`src/rtl/mem_ctrl.sv`:
```
// Single-port byte-wide RAM controller shared by instruction fetch and the MEM stage.
// Arbitrates the two requesters and serialises 1/2/4-byte accesses little-endian.
module mem_ctrl #(
  parameter int unsigned RAM_AW = 17
) (
  input  logic              clk,
  input  logic              rst,
  input  logic              flush,
  input  logic              if_req,
  input  logic [31:0]       if_addr,
  output logic              if_done,
  output logic [31:0]       if_data,
  input  logic              mem_req,
  input  logic              mem_we,
  input  logic [1:0]        mem_len,
  input  logic [31:0]       mem_addr,
  input  logic [31:0]       mem_wdata,
  output logic              mem_done,
  output logic [31:0]       mem_rdata,
  output logic [RAM_AW-1:0] ram_addr,
  output logic              ram_wr,
  output logic [7:0]        ram_dout,
  input  logic [7:0]        ram_din,
  output logic              busy
);

  typedef enum logic [1:0] {S_IDLE, S_RD, S_WR} state_e;
  typedef enum logic {OWN_IF, OWN_MEM} owner_e;

  state_e      state_q, state_d;
  owner_e      owner_q, owner_d;
  logic [31:0] base_q, base_d;
  logic [31:0] wdata_q, wdata_d;
  logic [31:0] rbuf_q, rbuf_d;
  logic [2:0]  cnt_q, cnt_d;
  logic [2:0]  n_q, n_d;
  logic        if_done_q, if_done_d;
  logic        mem_done_q, mem_done_d;
  logic [31:0] if_data_q, if_data_d;
  logic [31:0] mem_rdata_q, mem_rdata_d;

  logic [31:0]        addr_sum;
  logic [31-RAM_AW:0] unused_addr_hi;
  logic [1:0]         rd_idx;
  logic [31:0]        rd_mask;

  // Full 32-bit add so the address wraps mod 2^32 before truncation to the RAM width.
  assign addr_sum       = base_q + {29'd0, cnt_q};
  assign unused_addr_hi = addr_sum[31:RAM_AW];
  assign rd_idx         = cnt_q[1:0] - 2'd1;

  always_comb begin
    case (n_q)
      3'd1:    rd_mask = 32'h0000_00ff;
      3'd2:    rd_mask = 32'h0000_ffff;
      default: rd_mask = 32'hffff_ffff;
    endcase
  end

  always_comb begin
    // NOTE: every signal gets a default before the case, so no path can leave one unassigned and infer a latch.
    state_d     = state_q;
    owner_d     = owner_q;
    base_d      = base_q;
    wdata_d     = wdata_q;
    rbuf_d      = rbuf_q;
    cnt_d       = cnt_q;
    n_d         = n_q;
    if_done_d   = 1'b0;
    mem_done_d  = 1'b0;
    if_data_d   = if_data_q;
    mem_rdata_d = mem_rdata_q;
    ram_addr    = '0;
    ram_wr      = 1'b0;
    ram_dout    = 8'd0;

    case (state_q)
      S_IDLE: begin
        // A done pulse in flight gives the requester this cycle to drop its request.
        if (!if_done_q && !mem_done_q) begin
          if (mem_req) begin
            owner_d = OWN_MEM;
            base_d  = mem_addr;
            wdata_d = mem_wdata;
            cnt_d   = 3'd0;
            case (mem_len)
              2'd0:    n_d = 3'd1;
              2'd1:    n_d = 3'd2;
              default: n_d = 3'd4;
            endcase
            state_d = mem_we ? S_WR : S_RD;
          end else if (if_req && !flush) begin
            owner_d = OWN_IF;
            base_d  = if_addr;
            cnt_d   = 3'd0;
            n_d     = 3'd4;
            state_d = S_RD;
          end
        end
      end

      S_RD: begin
        if (cnt_q < n_q) ram_addr = addr_sum[RAM_AW-1:0];
        // RAM data lags its address by one cycle, so count k delivers byte k-1.
        if (cnt_q != 3'd0) rbuf_d[{rd_idx, 3'b000} +: 8] = ram_din;
        cnt_d = cnt_q + 3'd1;
        if (owner_q == OWN_IF && flush) begin
          state_d = S_IDLE;
          cnt_d   = 3'd0;
        end else if (cnt_q == n_q) begin
          state_d = S_IDLE;
          cnt_d   = 3'd0;
          if (owner_q == OWN_IF) begin
            if_done_d = 1'b1;
            if_data_d = rbuf_d & rd_mask;
          end else begin
            mem_done_d  = 1'b1;
            mem_rdata_d = rbuf_d & rd_mask;
          end
        end
      end

      S_WR: begin
        ram_addr = addr_sum[RAM_AW-1:0];
        ram_wr   = 1'b1;
        ram_dout = wdata_q[{cnt_q[1:0], 3'b000} +: 8];
        cnt_d    = cnt_q + 3'd1;
        if (cnt_q == n_q - 3'd1) begin
          state_d    = S_IDLE;
          cnt_d      = 3'd0;
          mem_done_d = 1'b1;
        end
      end

      default: state_d = S_IDLE;
    endcase
  end

  // NOTE: state registers use non-blocking assignments so every flop samples pre-edge values.
  always_ff @(posedge clk) begin
    if (rst) begin
      state_q     <= S_IDLE;
      owner_q     <= OWN_IF;
      base_q      <= '0;
      wdata_q     <= '0;
      rbuf_q      <= '0;
      cnt_q       <= '0;
      n_q         <= '0;
      if_done_q   <= 1'b0;
      mem_done_q  <= 1'b0;
      if_data_q   <= '0;
      mem_rdata_q <= '0;
    end else begin
      state_q     <= state_d;
      owner_q     <= owner_d;
      base_q      <= base_d;
      wdata_q     <= wdata_d;
      rbuf_q      <= rbuf_d;
      cnt_q       <= cnt_d;
      n_q         <= n_d;
      if_done_q   <= if_done_d;
      mem_done_q  <= mem_done_d;
      if_data_q   <= if_data_d;
      mem_rdata_q <= mem_rdata_d;
    end
  end

  assign if_done   = if_done_q;
  assign if_data   = if_data_q;
  assign mem_done  = mem_done_q;
  assign mem_rdata = mem_rdata_q;
  assign busy      = (state_q != S_IDLE);

endmodule
```
`config.mk`:
```
export PLATFORM = sky130hd
export DESIGN_NAME = mem_ctrl
export DESIGN_NICKNAME = d
export VERILOG_FILES = /design/src/rtl/mem_ctrl.sv
export SDC_FILE = /design/constraint.sdc
export NUM_CORES = 1
export LEC_CHECK = 0
export ABC_CLOCK_PERIOD_IN_PS = 3700
export BUFFER_PORTS_ARGS = -buffer_cell sky130_fd_sc_hd__buf_2
export CAP_MARGIN = 30
export CORE_MARGIN = 8
export CORE_UTILIZATION = 52
export CTS_CLUSTER_DIAMETER = 60
export DETAILED_ROUTE_END_ITERATION = 16
export PLACE_DENSITY = 0.8
export REMOVE_ABC_BUFFERS = 1
export SLEW_MARGIN = 10
export SYNTH_ARGS = -nofsm -noshare
export SYNTH_HDL_FRONTEND = slang
export SYNTH_SLANG_ARGS = --single-unit
```
`constraint.sdc`:
```
create_clock -name clk -period 3.7 [get_ports clk]
set_clock_uncertainty 0.2 [all_clocks]
set_input_delay 0.74 -clock clk [delete_from_list [all_inputs] [get_ports clk]]
set_output_delay 0.74 -clock clk [all_outputs]
set_load 0.05 [all_outputs]
```
Word-level counts from Yosys, hierarchy flattened
Cells that the tools add are included.

Bits in registers: 156. Bits of input ports: 112. Output and inout bits: 93. Word-level logic and storage cells: 91.

$add $sub $neg: 5. $lt $le $gt $ge: 1. Equal/unequal tests: 11. Shift-type cells: 3. Mux-type cells: 36. Bitwise logic cells: 5. Reductions and logical operators: 19.

Operators with widths (number): $mux 32 (2); $pmux 32 s2 (1); $mux 17 (3); $pmux 17 s2 (1); $and 32x32->32 (1); $bwmux 32 (1); $shift 8x7->32 const A (1); $shiftx 32x6->8 (1); $shiftx 8x7->32 (1); $mux 3 (8); $add 17x3->17 (1); $mux 2 (7); $reduce_and 4->1 (3); $pmux 3 s3 (1); $reduce_and 3->1 (3); $mux 1 (8); $mux 8 (1); $neg 5->7 (1); $eq 3x3->1 (2); $ne 3x3->1 const B (2); $pmux 2 s3 (1); $pmux 3 s2 (1); $reduce_bool 3->1 (2); $eq 2x1->1 const B (2); other kinds (15) (25).

Depth between registers and ports, before layout
Depth after elaboration: 7. Mapped depth: 10. Gate-level depth less buffers: 8.

Worst setup path after synthesis
OpenSTA, ideal clock, no wires.

Kind: register to output. Start: register cnt_q[1]. End: output port ram_addr[16]. Data arrival time: 2682 ps. Required time: 2760 ps. Path slack: 78 ps. Stages on the path, launching flop included: 9. Buffers on the path: 1. Cells stage by stage: dfxtp_1 > clkbuf_1 > inv_1 > fa_1 > nor2b_1 > o21bai_1 > nor4_1 > xnor2_1 > nor2_1.

Cells in the longest elaborated chain, start to end: 3. Elaborated cells between the ends (all ways): 4. Classes of those cells: add/sub (1); order compare (1); mux (2).

RTL lines: from (decl) (RTL line 35) `logic [2:0] cnt_q, cnt_d;`; from (signal assigned) (RTL line 159) `cnt_q <= cnt_d;`; $add 17x3->17 or $lt 3x3->1 (tied branches) (RTL line 48, 103); $mux 17 (RTL line 103) `if (cnt_q < n_q) ram_addr = addr_sum[RAM_AW-1:0];`; $pmux 17 s2 (*) (RTL line 77) `case (state_q)`; to (decl) (RTL line 20) `output logic [RAM_AW-1:0] ram_addr,`.

Mark *: on every way between the ends. The rest lies on a longest branch, timed or not.

Worst setup path after layout
Ends and elaborated chain as after synthesis.

==> metrics.json <==
{
  "timing.critical_path.depth": {"value": 8},
  "layout.core_utilization": {"value": 64.0, "unit": "%"},
  "initial_core_util": {"value": 52.4, "unit": "%"},
  "timing.hold.worst.class": {"value": "flop to flop"},
  "cap_viol_max_count": {"value": 0},
  "mostFrequentLayoutCell": {"value": "nand2_1"},
  "cts.sink_count": {"value": 156},
  "drtIter0Drc": {"value": 468},
  "ctsRootBufferMaster": {"value": "clkbuf_16"},
  "timing.critical_path.to_type": {"value": "primary output"},
  "cts_hold_buffers": {"value": 0},
  "syn-cell-area": {"value": 0.00716, "unit": "sq mm"},
  "status": {"value": "finished, final reports clean"},
  "min_period_over_period": {"value": 95.2, "unit": "%"},
  "seqCellArea": {"value": 0.00312, "unit": "sq mm"},
  "fillers": {"value": 1238},
  "ys_warns": {"value": 0},
  "post_synth_inst_count": {"value": 895},
  "synth_area_per_cell": {"value": 8.00, "unit": "sq um"},
  "clk_transition_reported_paths": {"value": 60, "unit": "ps"},
  "final-max-slew-violation-count": {"value": 0},
  "crit_fanout": {"value": 8},
  "setup_viol_count_final": {"value": 0},
  "synth_cell_types": {"value": 47},
  "synth_edf_count": {"value": 0},
  "multi_input_comb_area": {"value": 0.00371, "unit": "sq mm"},
  "grt_max_degree": {"value": 65},
  "detailroute.via_count": {"value": 6702},
  "clock_insertion_delay_worst_skew": {"value": 420, "unit": "ps"},
  "drt.antenna.violating_nets": {"value": 0},
  "remaining_drc_errors": {"value": 0},
  "crit_buf_inv": {"value": 2},
  "critical-path-max-stage-delay": {"value": 460, "unit": "ps"},
  "die_h": {"value": 133, "unit": "microns"},
  "h_tree_lvls": {"value": 4},
  "first_global_vias": {"value": 6337},
  "area.growth.synth_to_final": {"value": 22.2, "unit": "%"},
  "core-area": {"value": 0.0137, "unit": "sq mm"},
  "yosysTopAreaCell": {"value": "dfxtp_1"},
  "worst_path_dominant_cell_family": {"value": "simple AND/OR/NAND/NOR gates"},
  "post_drt_via_cell_ratio": {"value": 5.44},
  "grt_antenna_before_repair": {"value": 1},
  "clk_path_buf_depth": {"value": 2},
  "worstSetupStartpointType": {"value": "flop"},
  "final_hold_viol_count": {"value": 0},
  "fp.dieArea": {"value": 0.0178, "unit": "sq mm"},
  "first_pass_grt_wire_length": {"value": 31000, "unit": "microns"},
  "max-slew-margin-rel": {"value": 55.4, "unit": "%"},
  "async_reset_ff_share": {"value": 0, "unit": "%"},
  "cts_tree": {"value": "done"},
  "drive_gt1_share": {"value": 22.7, "unit": "%"},
  "placed_area": {"value": 0.00815, "unit": "sq mm"},
  "globalRoute.totalOverflow": {"value": 0},
  "fmaxAchievable": {"value": 0.284, "unit": "GHz"},
  "final_nets": {"value": 1172},
  "gr-usage-all-layers": {"value": 20.9, "unit": "%"},
  "synth_seq_area_share": {"value": 43.6, "unit": "%"},
  "std_cell_rows": {"value": 43},
  "postRouteWirelength": {"value": 18700, "unit": "microns"},
  "synth_top_flop_cell": {"value": "dfxtp_1"},
  "worst-slew-pin-transition": {"value": 669, "unit": "ps"},
  "cts_inserted_buffers": {"value": 17},
  "synth.top_cells.by_area": {"value": "dfxtp_1, nand2_1, a21oi_1, a211oi_1, nor2_1"},
  "whs_path_depth": {"value": 2},
  "dp_hpwl": {"value": 13200, "unit": "microns"},
  "required": {"value": 2760, "unit": "ps"},
  "critical_path_class": {"value": "flop to primary output"},
  "mostFrequentLayoutCells": {"value": "nand2_1, buf_2, dfxtp_1"},
  "powerDensity": {"value": 471, "unit": "mW/mm^2"},
  "finalCriticalPeriod": {"value": 3520, "unit": "ps"},
  "cellLeakagePower": {"value": 3.50, "unit": "nW"},
  "crit_path_top_delay_cell": {"value": "dfxtp_2"},
  "ioPinCount": {"value": 205},
  "max-vdd-ir-drop": {"value": 0.000304, "unit": "V"},
  "final_non_filler_cell_total": {"value": 1233},
  "hold-worst-slack": {"value": 250, "unit": "ps"},
  "place.gp.congestion": {"value": 0.822},
  "cts_setup_buffers": {"value": 0},
  "stdcell_area": {"value": 0.00875, "unit": "sq mm"},
  "r2r_depth": {"value": 9},
  "worst_ep_arrival_time": {"value": 2580, "unit": "ps"},
  "crit_path_cell_trace": {"value": "inv_1 -> fa_1 -> nor2b_1 -> o21bai_1 -> nor4_2 -> xnor2_1 -> nor2_1 -> clkbuf_4"},
  "io_buffers": {"value": 174},
  "share_of_yosys_cell_area_claimed_by_the_top_area_cell_type": {"value": 43.6, "unit": "%"},
  "die_x": {"value": 133, "unit": "microns"},
  "route.detailed.wl_per_inst": {"value": 15.2, "unit": "microns"},
  "drtPass1Iterations": {"value": 6},
  "placed_cells": {"value": 1201},
  "tns": {"value": 0, "unit": "ps"},
  "synth-seq-cells": {"value": 156}
}
cells by family after synthesis:
group	after synthesis	synth area share [%]
AO/OA/AOI/OAI	216	17.6
XOR/XNOR	16	2.18
adder cells (fa/ha/maj)	19	3.42
buffers and inverters	83	4.79
flip-flops	156	43.6
multiplexers	26	5.03
AND/OR/NAND/NOR	379	23.4
worst register-to-register path: stages, from the launching register on:
cell	delay, ps
dfxtp_1	330
buf_4	310
inv_1	180
ha_1	390
and3_1	230
nand2_1	90
or3_1	550
buf_8	250
nand2_1	80
a21oi_1	60
what timing repair did:
action                     in CTS  in global routing
pin swaps                       0                  0
setup endpoints to repair       3                  3
gates resized for setup         1                  5
report_power, final:
group / internal (W) / switching (W)
sequential: 0.00177 / 0.0000598
combinational: 0.000198 / 0.000353
clock: 0.00109 / 0.000655
total: 0.00305 / 0.00107
routing by layer:
layer / share of wire, % / GRT usage [%]
met5: 0 / 0
met4: 2.1 / 7.36
met3: 8.5 / 6.85
met2: 46 / 33.3
met1: 43 / 25.9
worst paths after layout:
path / from / endpoint / slack, ps
min: if_data[26] / if_data[26] / 250
max: cnt_q[1] / ram_addr[16] / 180
min reg2reg: if_data[26] / if_data[26] / 250
max reg2reg: cnt_q[0] / if_data[24] / 880
Yosys cell counts (all sizes together), types with 4 or more instances:
master  instances
a211oi         42
a21oi         136
a22oi           9
and2            9
and3            6
buf            23
clkbuf         44
dfxtp         156
ha             18
inv            16
mux2i          18
mux4            8
nand2         204
nand3          39
nand4          18
nor2           72
nor2b           6
nor3            8
nor3b           4
o21ai          20
xnor2          13
registers in the layout (all words and copies together) (netlist names):
register and cells:
base_q 17, cnt_q 3, if_data 32, if_done 1, mem_done 1, mem_rdata 32
n_q 3, owner_q 1, rbuf_q 32, state_q 2, wdata_q 32
final cells by class:
cell class	count	share of cell area (%)
multi-input combinational	656	42.4
sequential	156	35.7
timing repair buffer	194	12.0
clock buffer	23	5.35
tap	180	2.57
clock inverter	7	1.30
inverter	16	0.686
antenna	1	0.0286
through the flow:
stage / power, W / setup slack [ps]
2_1_floorplan: 0.00220 / -614
3_3_place_gp: 0.00240 / 365
3_5_place_dp: 0.00241 / 337
4_1_cts: 0.00414 / 65.9
5_1_grt: 0.00429 / -9.50
6_report: 0.00412 / 178
Note: power is estimated with default switching activity, not from simulation.
